==> config.mk <==
export PLATFORM = sky130hd
export DESIGN_NAME = tilelink_nto1_arbiter
export DESIGN_NICKNAME = d
export VERILOG_FILES = /design/src/rtl/tilelink_nto1_arbiter.sv
export SDC_FILE = /design/constraint.sdc
export NUM_CORES = 1
export LEC_CHECK = 0
export CELL_PAD_IN_SITES_DETAIL_PLACEMENT = 0
export CELL_PAD_IN_SITES_GLOBAL_PLACEMENT = 1
export CORE_MARGIN = 3
export CORE_UTILIZATION = 15
export CTS_CLUSTER_DIAMETER = 120
export DETAILED_ROUTE_END_ITERATION = 16
export PLACE_DENSITY_LB_ADDON = 0.1
export RECOVER_POWER = 100
export SYNTH_ARGS = -nofsm -noshare
export SYNTH_HDL_FRONTEND = slang
export SYNTH_SLANG_ARGS = --single-unit
==> constraint.sdc <==
create_clock -name tilelink_clock_i -period 4.39 [get_ports tilelink_clock_i]
set_input_delay 1.317 -clock tilelink_clock_i [delete_from_list [all_inputs] [get_ports tilelink_clock_i]]
set_output_delay 1.317 -clock tilelink_clock_i [all_outputs]
set_load 0.02 [all_outputs]
==> src/rtl/tilelink_nto1_arbiter.sv <==
// -----------------------------------------------------------------------------
// tilelink_nto1_arbiter
//   Shares one TileLink-UL slave port between NM masters.
//   A channel: round-robin arbitration. The grant is locked for every beat of a
//   multi-beat Put burst. The granted master's index is prepended to a_source.
//   D channel: each response is routed back using the upper source bits. The
//   other D fields go to every master. Only the addressed master sees d_valid.
//
// Ports
//   tilelink_clock_i / tilelink_reset_i : clock, synchronous active-high reset
//   m_a_*        : per-master A channel, packed (master k at [k*W +: W])
//   m_a_ready    : per-master A ready
//   m_d_*        : D channel fields sent to all masters, with the master index
//                  removed from the source
//   m_d_valid    : per-master D valid, one-hot
//   m_d_ready    : per-master D ready
//   s_a_*        : A channel to the slave, source = {idx, master source}
//   s_d_*        : D channel from the slave, source = {idx, master source}
// -----------------------------------------------------------------------------
module tilelink_nto1_arbiter #(
  parameter int NM = 2,
  parameter int AW = 32,
  parameter int DW = 32,
  parameter int RS = 4,
  localparam int MW  = $clog2(NM),
  localparam int BB  = DW / 8,
  localparam int LBB = $clog2(BB)
) (
  input  logic                tilelink_clock_i,
  input  logic                tilelink_reset_i,
  // master-side A
  input  logic [NM*3-1:0]     m_a_opcode,
  input  logic [NM*3-1:0]     m_a_param,
  input  logic [NM*4-1:0]     m_a_size,
  input  logic [NM*RS-1:0]    m_a_source,
  input  logic [NM*AW-1:0]    m_a_address,
  input  logic [NM*BB-1:0]    m_a_mask,
  input  logic [NM*DW-1:0]    m_a_data,
  input  logic [NM-1:0]       m_a_corrupt,
  input  logic [NM-1:0]       m_a_valid,
  output logic [NM-1:0]       m_a_ready,
  // master-side D
  output logic [2:0]          m_d_opcode,
  output logic [1:0]          m_d_param,
  output logic [3:0]          m_d_size,
  output logic [RS-1:0]       m_d_source,
  output logic                m_d_denied,
  output logic                m_d_corrupt,
  output logic [DW-1:0]       m_d_data,
  output logic [NM-1:0]       m_d_valid,
  input  logic [NM-1:0]       m_d_ready,
  // slave-side A
  output logic [2:0]          s_a_opcode,
  output logic [2:0]          s_a_param,
  output logic [3:0]          s_a_size,
  output logic [RS+MW-1:0]    s_a_source,
  output logic [AW-1:0]       s_a_address,
  output logic [BB-1:0]       s_a_mask,
  output logic [DW-1:0]       s_a_data,
  output logic                s_a_corrupt,
  output logic                s_a_valid,
  input  logic                s_a_ready,
  // slave-side D
  input  logic [2:0]          s_d_opcode,
  input  logic [1:0]          s_d_param,
  input  logic [3:0]          s_d_size,
  input  logic [RS+MW-1:0]    s_d_source,
  input  logic                s_d_denied,
  input  logic                s_d_corrupt,
  input  logic [DW-1:0]       s_d_data,
  input  logic                s_d_valid,
  output logic                s_d_ready
);

  localparam logic ST_IDLE  = 1'b0;
  localparam logic ST_BURST = 1'b1;

  logic          fsm_reg, fsm_next;
  logic [MW-1:0] grant_reg, grant_next;
  logic [MW-1:0] rr_ptr_reg, rr_ptr_next;
  logic [15:0]   beats_left_reg, beats_left_next;
  // In IDLE, hold_sel_reg keeps an offered but unaccepted request stable.
  // Without it, a new valid from a higher-priority master could change s_a_*
  // before the current request fires.
  logic          hold_valid_reg, hold_valid_next;
  logic [MW-1:0] hold_sel_reg, hold_sel_next;

  logic [MW-1:0] rr_sel, sel;
  logic          a_valid, fire;
  logic [15:0]   sel_beats;
  logic [MW-1:0] d_idx;
  logic          d_ready_sel;
  int            cand;

  function automatic logic [MW-1:0] next_idx(input logic [MW-1:0] i);
    return (int'(i) == NM - 1) ? '0 : i + MW'(1);
  endfunction

  // Round-robin search. Candidates are scanned from farthest to nearest, so
  // the last match found is the nearest valid master at or after rr_ptr.
  always_comb begin
    rr_sel = rr_ptr_reg;
    cand   = 0;
    for (int off = NM - 1; off >= 0; off--) begin
      cand = int'(rr_ptr_reg) + off;
      if (cand >= NM) cand = cand - NM;
      if (m_a_valid[MW'(cand)]) rr_sel = MW'(cand);
    end
  end

  always_comb begin
    if (fsm_reg == ST_BURST) begin
      sel     = grant_reg;
      a_valid = m_a_valid[grant_reg];
    end else if (hold_valid_reg) begin
      sel     = hold_sel_reg;
      a_valid = m_a_valid[hold_sel_reg];
    end else begin
      sel     = rr_sel;
      a_valid = |m_a_valid;
    end
  end

  assign s_a_valid = a_valid && !tilelink_reset_i;
  assign fire      = s_a_valid && s_a_ready;

  // A-channel field multiplexer
  always_comb begin
    s_a_opcode  = '0;
    s_a_param   = '0;
    s_a_size    = '0;
    s_a_source  = '0;
    s_a_address = '0;
    s_a_mask    = '0;
    s_a_data    = '0;
    s_a_corrupt = 1'b0;
    for (int k = 0; k < NM; k++) begin
      if (sel == MW'(k)) begin
        s_a_opcode  = m_a_opcode[k*3 +: 3];
        s_a_param   = m_a_param[k*3 +: 3];
        s_a_size    = m_a_size[k*4 +: 4];
        s_a_source  = {MW'(k), m_a_source[k*RS +: RS]};
        s_a_address = m_a_address[k*AW +: AW];
        s_a_mask    = m_a_mask[k*BB +: BB];
        s_a_data    = m_a_data[k*DW +: DW];
        s_a_corrupt = m_a_corrupt[k];
      end
    end
  end

  // Only PutFull/PutPartial carry data across several beats. Get requests
  // always take one beat on A, whatever their size.
  always_comb begin
    sel_beats = 16'd1;
    if ((s_a_opcode == 3'd0 || s_a_opcode == 3'd1) && s_a_size > 4'(LBB))
      sel_beats = 16'd1 << (s_a_size - 4'(LBB));
  end

  always_comb begin
    fsm_next        = fsm_reg;
    grant_next      = grant_reg;
    rr_ptr_next     = rr_ptr_reg;
    beats_left_next = beats_left_reg;
    hold_valid_next = hold_valid_reg;
    hold_sel_next   = hold_sel_reg;
    if (fire) begin
      hold_valid_next = 1'b0;
      if (fsm_reg == ST_BURST) begin
        beats_left_next = beats_left_reg - 16'd1;
        if (beats_left_reg == 16'd1) begin
          fsm_next    = ST_IDLE;
          rr_ptr_next = next_idx(grant_reg);
        end
      end else if (sel_beats > 16'd1) begin
        fsm_next        = ST_BURST;
        grant_next      = sel;
        beats_left_next = sel_beats - 16'd1;
      end else begin
        rr_ptr_next = next_idx(sel);
      end
    end else if (fsm_reg == ST_IDLE && s_a_valid) begin
      hold_valid_next = 1'b1;
      hold_sel_next   = sel;
    end
  end

  always_ff @(posedge tilelink_clock_i) begin
    if (tilelink_reset_i) begin
      fsm_reg        <= ST_IDLE;
      grant_reg      <= '0;
      rr_ptr_reg     <= '0;
      beats_left_reg <= '0;
      hold_valid_reg <= 1'b0;
      hold_sel_reg   <= '0;
    end else begin
      fsm_reg        <= fsm_next;
      grant_reg      <= grant_next;
      rr_ptr_reg     <= rr_ptr_next;
      beats_left_reg <= beats_left_next;
      hold_valid_reg <= hold_valid_next;
      hold_sel_reg   <= hold_sel_next;
    end
  end

  // D channel: route each beat by the master index in the upper source bits
  assign d_idx       = s_d_source[RS+MW-1:RS];
  assign m_d_opcode  = s_d_opcode;
  assign m_d_param   = s_d_param;
  assign m_d_size    = s_d_size;
  assign m_d_source  = s_d_source[RS-1:0];
  assign m_d_denied  = s_d_denied;
  assign m_d_corrupt = s_d_corrupt;
  assign m_d_data    = s_d_data;

  // An index with no matching master keeps the default of 1, so that beat is
  // accepted and dropped. This stops a bad source from stalling the D channel.
  always_comb begin
    d_ready_sel = 1'b1;
    for (int k = 0; k < NM; k++)
      if (d_idx == MW'(k)) d_ready_sel = m_d_ready[k];
  end
  assign s_d_ready = d_ready_sel && !tilelink_reset_i;

  for (genvar gi = 0; gi < NM; gi++) begin : g_master
    assign m_a_ready[gi] = fire && (sel == MW'(gi));
    assign m_d_valid[gi] = s_d_valid && !tilelink_reset_i && (d_idx == MW'(gi));
  end

endmodule

### Word level (Yosys, flattened, before mapping)

Index checks and enable logic that the tools add are counted.

| storage, ports and cells | value |
|---|---|
| bits in registers | 21 |
| latch bits | 0 |
| bits in writable memories | 0 |
| ROM bits | 0 |
| bits of input ports | 222 |
| output and inout bits | 137 |
| logic and storage cells | 87 |
| memories kept | 0 |

| cells by class | value |
|---|---|
| add/sub/neg operators | 8 |
| multiply operators | 0 |
| div/mod/pow operators | 0 |
| order comparisons | 8 |
| eq/ne operators | 4 |
| shifts and indexed selects | 1 |
| multiplexer cells | 36 |
| bitwise gates (word level) | 4 |
| reduce and logical (&&, ||, !) cells | 20 |

Operators by type and width:

| kind | number |
|---|---|
| 2-to-1 mux 32 bit | 2 |
| 2-to-1 mux 16 bit | 3 |
| subtractor 16 x 1 -> 16 bit, second input constant | 2 |
| 2-to-1 mux 1 bit | 26 |
| == test 16 x 1 -> 1 bit, second input constant | 1 |
| greater-than comparator 16 x 1 -> 1 bit, second input constant | 1 |
| << shifter 1 x 4 -> 16 bit, first input constant | 1 |
| logical AND 1 bit | 10 |
| 2-to-1 mux 4 bit | 2 |
| less-than comparator 1 x 3 -> 1 bit, second input constant | 2 |
| 2-to-1 mux 3 bit | 2 |
| AND reduction 3 bit | 2 |
| 2-to-1 mux 5 bit | 1 |
| greater-than comparator 4 x 2 -> 1 bit, second input constant | 1 |
| less-than comparator 1 x 2 -> 1 bit, second input constant | 2 |
| NOT 1 bit | 4 |
| AND reduction 2 bit | 2 |
| OR reduction 2 bit | 2 |
| subtractor 4 x 2 -> 4 bit, second input constant | 1 |
| == test 3 x 1 -> 1 bit, second input constant | 1 |
| zero test 3 bit | 1 |
| adder 1 bit, second input constant | 2 |
| adder 1 x 1 -> 2 bit, second input constant | 1 |
| greater-or-equal comparator 1 x 2 -> 1 bit, second input constant | 1 |
| 7 further kinds | 8 |

### Longest topological paths before layout

| logic depth | value |
|---|---|
| word-level depth | 18 |
| mapped depth | 20 |
| mapped depth without buffers | 18 |

### Worst setup path after synthesis

Ideal clock, no wire load.

| timing | value |
|---|---|
| path kind | in2reg |
| from | in m_a_size[5] |
| to | reg beats_left_reg[8] |
| library setup time | 132 ps |
| data arrival time | 4277 ps |
| data required time | 4258 ps |
| slack | -19 ps |
| cell stages on the path | 15 |
| path buffers | 1 |
| cell sequence | o211a_1 > a21o_1 > inv_1 > ha_1 > and4bb_4 > a2111oi_4 > and4_2 > nand3_1 > ha_1 > nor2_1 > nor2_1 > a21o_1 > buf_2 > o211ai_1 > o41ai_2 |

| between the ends | value |
|---|---|
| longest elaborated chain between the ends | 7 |
| elaborated cells on any way between the ends | 12 |
| classes of those cells | add/sub (2); order compare (2); shift (1); mux (4); reduce/logical (3) |

RTL lines:

| what | line | source |
|---|---|---|
| start: declaration | 34 | `input logic [NM*4-1:0] m_a_size,` |
| 2-to-1 mux 4 bit (*) | 138 | `if (sel == MW'(k)) begin` |
| net s_a_size[1] | 55 | `output logic [3:0] s_a_size,` |
| subtractor 4 x 2 -> 4 bit / greater-than comparator 4 x 2 -> 1 bit (equally long branches) | 156, 155 |  |
| << shifter 1 x 4 -> 16 bit / logical AND 1 bit (equally long branches) | 156, 155 |  |
| 2-to-1 mux 16 bit (*) | 155 | `if ((s_a_opcode == 3'd0 \|\| s_a_opcode == 3'd1) && s_a_size > 4'(LBB))` |
| subtractor 16 x 1 -> 16 bit / greater-than comparator 16 x 1 -> 1 bit (equally long branches) | 177, 174 |  |
| 2-to-1 mux 16 bit / nonzero test 2 bit (equally long branches) | -- |  |
| 2-to-1 mux 16 bit / AND reduction 2 bit (equally long branches) | -- |  |
| end signal: assignment | 199 | `beats_left_reg <= beats_left_next;` |
| end: declaration | 81 | `logic [15:0] beats_left_reg, beats_left_next;` |

Mark *: on every way through the listed nets, which the timed path passes. The rest lies on a longest branch. The select of a mux whose other input is x is not followed.
A chain may end at the register's enable or synchronous reset.

### Final worst setup path

| timing | value |
|---|---|
| from | in m_a_size[1] |
| to | reg beats_left_reg[2] |

| between the ends | value |
|---|---|
| longest elaborated chain between the ends | 7 |
| elaborated cells on any way between the ends | 12 |
| classes of those cells | add/sub (2); order compare (2); shift (1); mux (4); reduce/logical (3) |

RTL lines:

| what | line |
|---|---|
| 2-to-1 mux 4 bit (*) | 138 |
| subtractor 4 x 2 -> 4 bit / greater-than comparator 4 x 2 -> 1 bit (equally long branches) | 156, 155 |
| << shifter 1 x 4 -> 16 bit / logical AND 1 bit (equally long branches) | 156, 155 |
| 2-to-1 mux 16 bit (*) | 155 |
| subtractor 16 x 1 -> 16 bit / greater-than comparator 16 x 1 -> 1 bit (equally long branches) | 177, 174 |
| 2-to-1 mux 16 bit / nonzero test 2 bit (equally long branches) | -- |
| 2-to-1 mux 16 bit / AND reduction 2 bit (equally long branches) | -- |

Mark *: on every way between the ends. The rest lies on a longest branch, timed or not. The select of a mux whose other input is x is not followed.

==> metrics.md <==
| Metric | Value |
|---|---|
| Status | complete, no violations |
| Worst clock skew | 0.002530 ns |
| Die height | ~160 microns |
| Final estimated routing congestion in global placement | 0.8008 |
| Via density per instance | between 4 and 5 |
| Shortest period the worst path allows | 4.208 ns |
| Crit Path Class | in2reg |
| Grt ovf | 0 |
| Die width | between 150 and 200 microns |
| Combinational fraction of design power | 87.6% |
| Clk_lat worst skew | around 0.26 ns |
| First-pass GRT wire length | around 28 mm |
| Placed wire-length estimate after detailed placement | 15.76 mm |
| Final WL | around 19 mm |
| Post-synth net total | between 700 and 800 |
| Endpoint, Worst Hold | beats_left_reg[1] |
| Largest net degree at the start of global routing | 90 |
| Crit-path leading delay family | compound AO/OA/AOI/OAI gates |
| Power share of the clock group | 5.5% |
| CTS tree | done |
| Post-synthesis area per instance | 5.886 sq um |
| Internal portion of total power | about 1600 uW |
| Count of state elements after synthesis | 21 |
| Depth of the most critical reg-to-reg path | 19 |
| Net switching component of the power | a little under 2000 uW |
| Number of top-level design ports | 359 |
| Area occupied by multi-input gates | about 2500 sq um |
| Number of distinct library cells after synthesis | 70 |
| Number of nets with antenna violations after routing | 0 |
| Reg clk slew, reported paths | approximately 0.060 ns |
| Net Sw Frac | ~54% |
| Largest register FFs | 16 |
| Crit-path slowest cell | clkdlybuf4s50_1 |
| Antenna violations before repair | 3 |
| Diodes inserted | 0 |
| Number of warnings reported in the yosys synthesis log | 0 |
| Power after layout | 3595 uW |
| Crit Reg-Reg Endpoint | beats_left_reg[2] |
| Biggest fanout along the worst timing path | 7 |
| Number of setup violations in the final report | 0 |
| Slew at the pin with the worst max-slew slack | between 0.9 and 1 ns |
| Power density normalized to cell area | between 500 and 600 nW/um^2 |
| Net total in the final layout | roughly 1000 |
| Max Root-Sink Buffers | 2 |
| Floorplan die area | ~24000 sq um |
| Effective utilization at floorplan | 15.33% |
| Share of layout cells above drive strength 1 | 10.50% |
| Routed wirelength normalized by instance count | 17.25 microns |
| Starting DRT DRC Count | roughly 180 |
| Part of the power in registers | 6.9% |
| Reg-to-reg slack, setup | between 0.4 and 0.5 ns |
| Area used by sequential logic in the layout | ~420 sq um |
| Combined buffer and inverter count along the critical path | 4 |
| Non-Filler Cell Area, Final | 6476 sq um |
| Startpoint of the worst register-to-register path | hold_valid_reg |
| Critical Path Max Stage Delay | 0.43 ns |
| Final period utilization | between 90% and 100% |
| Synthesized instance count | roughly 570 |
| Sequential share of the synthesized area | 12.49% |
| Critical path required time | between 4 and 5 ns |
| Cell types occupying the most area after synthesis | nand2_1, dfxtp_1, buf_4 |
| Area added between synthesis and finish | 92.34% |
| CTS buffer count | 3 |
| Share of the synthesized area in the top cell type | about 30% |
| Max-slew violation count | 0 |
| Remaining DRCs | 0 |
| Final Hold Violating Endpoints | 0 |
| Number of port buffers | 264 |
| Hold Path Origin | beats_left_reg[1] |
| Total leakage power | ~0.0028 uW |
| Root buffer cell | clkbuf_16 |
| Total of max-cap violations | 0 |
| Min-Delay Path Depth | 2 |
| Relative slew slack | approximately a third |
| DRT Pass-1 Iters | 4 |
| Critical path depth | 16 |
| Number of H-tree branching levels | 1 |
| Site Rows | 54 |
| Critical path, cell by cell | clkdlybuf4s50_1 -> a21o_1 -> inv_2 -> ha_4 -> and4bb_4 -> a2111oi_4 -> and4_4 -> nand3_4 -> ha_4 -> nor2_2 -> nor2_1 -> buf_4 -> a21oi_4 -> buf_4 -> o21ai_0 -> a32o_1 |
| Post-synthesis cell type with the largest combined area | nand2_1 |
| Kind of capture point of the worst setup path | flip-flop |
| Vias | 4734 |
| Total core area | 21960 sq um |
| Post-synthesis instance area | about 3400 sq um |
| Achievable frequency | 237.6 MHz |
| Number of flops mapped to enable cells by yosys | 0 |
| IR Drop Worst-Case VDD | roughly 0.00026 V |
| Worst EP arrival | roughly 4.4 ns |
| Fillcell total | roughly 2400 |
| Combined global-route utilization of all metal layers | between 10% and 20% |
| Worst min path class | reg2reg |
| Dominant synthesized flop cell | dfxtp_1 |
| Worst setup SP type | input pin |
| Clock Sinks | 21 |
| Via count of the first global-routing pass | ~4700 |
| Cell area after placement | 6296 sq um |
| Synth async-reset ratio | 0% |
[synthesized netlist by cell type (3+ instances only)]
cell and instances:
nor3_1 13, a211oi_1 9, clkbuf_1 25, nor2_1 26, dfxtp_1 21, nand2_1 265, nand3_1 4, and3_1 3
a31oi_1 3, mux2i_1 10, o31ai_1 3, inv_1 11, nor4_1 5, or3_1 4, o21ai_0 19, buf_4 49
nor2b_1 3, ha_1 5, nand4_1 4, nor3b_1 3, nor4b_1 4, a21oi_1 19
[worst max path at each step]
stage	slack [ns]	endpoint	from
after global routing	-0.001	beats_left_reg[14]	m_a_size[2]
after detailed placement	-0.37	beats_left_reg[12]	m_a_size[5]
after floorplan	0.005	beats_left_reg[8]	m_a_size[5]
after CTS	0.001	beats_left_reg[12]	m_a_size[5]
final	0.18	beats_left_reg[2]	m_a_size[1]
after global placement	-0.24	beats_left_reg[10]	m_a_size[5]
[power groups by stage]
| stage | clock network [uW] | logic [uW] | registers (uW) |
|---|---|---|---|
| floorplan | 0 | 1750 | 244 |
| global placement | 0 | 3300 | 251 |
| detailed placement | 0 | 3270 | 251 |
| CTS | 203 | 3340 | 246 |
| global route | 209 | 3440 | 251 |
| finish | 197 | 3150 | 247 |
[through the flow]
step           std cells  hold slack [ns]  setup TNS [ns]  worst slack [ns]  utilization, %
3_5_place_dp        1090           0.4621          -5.130           -0.3684           28.67
2_1_floorplan        572           0.4326               0          0.004508               -
6_report            1099           0.4732               0            0.1820           29.49
5_1_grt             1099           0.4977       -0.001108         -0.001108           29.49
4_1_cts             1096           0.4754               0          0.001374           29.23
3_3_place_gp        1090           0.4612          -3.561           -0.2424           28.67
[tightest hold or removal path: stages, from the launching register on]
cell and delay [ns]:
dfxtp_1 0.32, nand2_1 0.06, a21oi_1 0.05
[cell usage in the layout (no fill, tap or decap), types with 8 or more instances in the layout]
| cell | instances |
|---|---|
| nand2_1 | 265 |
| nor3_1 | 13 |
| o21ai_0 | 19 |
| nor2_1 | 25 |
| dfxtp_1 | 21 |
| mux2i_1 | 10 |
| a211oi_1 | 8 |
| inv_1 | 10 |
| a21oi_1 | 18 |
| buf_4 | 50 |
| dlygate4sd3_1 | 85 |
| clkdlybuf4s50_1 | 173 |
[kinds of logic (layout without fill, tap and decap cells)]
| kind of cell | count (synthesis) | count (layout) | synth area share, % |
|---|---|---|---|
| compound gates | 91 | 91 | 20.44 |
| xor+xnor | 2 | 2 | 0.5203 |
| fa+ha+maj | 5 | 5 | 1.858 |
| buf+inv | 91 | 338 | 15.68 |
| flops | 21 | 21 | 12.49 |
| mux | 12 | 12 | 4.088 |
| simple gates | 350 | 350 | 44.93 |
[per-layer routing]
metal  track usage [%]  vias up  routed length, microns
met5                 0        -                      30
li1                  -     2384                       -
met4             1.850        6                     114
met3             3.856       14                    1320
met2             25.44      182                    9586
met1             18.35     2148                    7901
[area by class of cell]
class,count,share of cell area [%]
clock buffer,4,1.217
sequential,21,6.491
timing repair buffer,321,47.59
tap,280,5.410
multi-input combinational,460,38.54
inverter,13,0.7535
[repair_timing]
action / CTS / global route
pin swaps: 3 / 6
gates resized for setup: 8 / 14
setup endpoints to repair: 16 / 19
hold buffers: 0 / 0
hold endpoints to repair: 0 / 0
buffers inserted: 2 / 3
No activity file was read; power rests on OpenSTA's default activity.
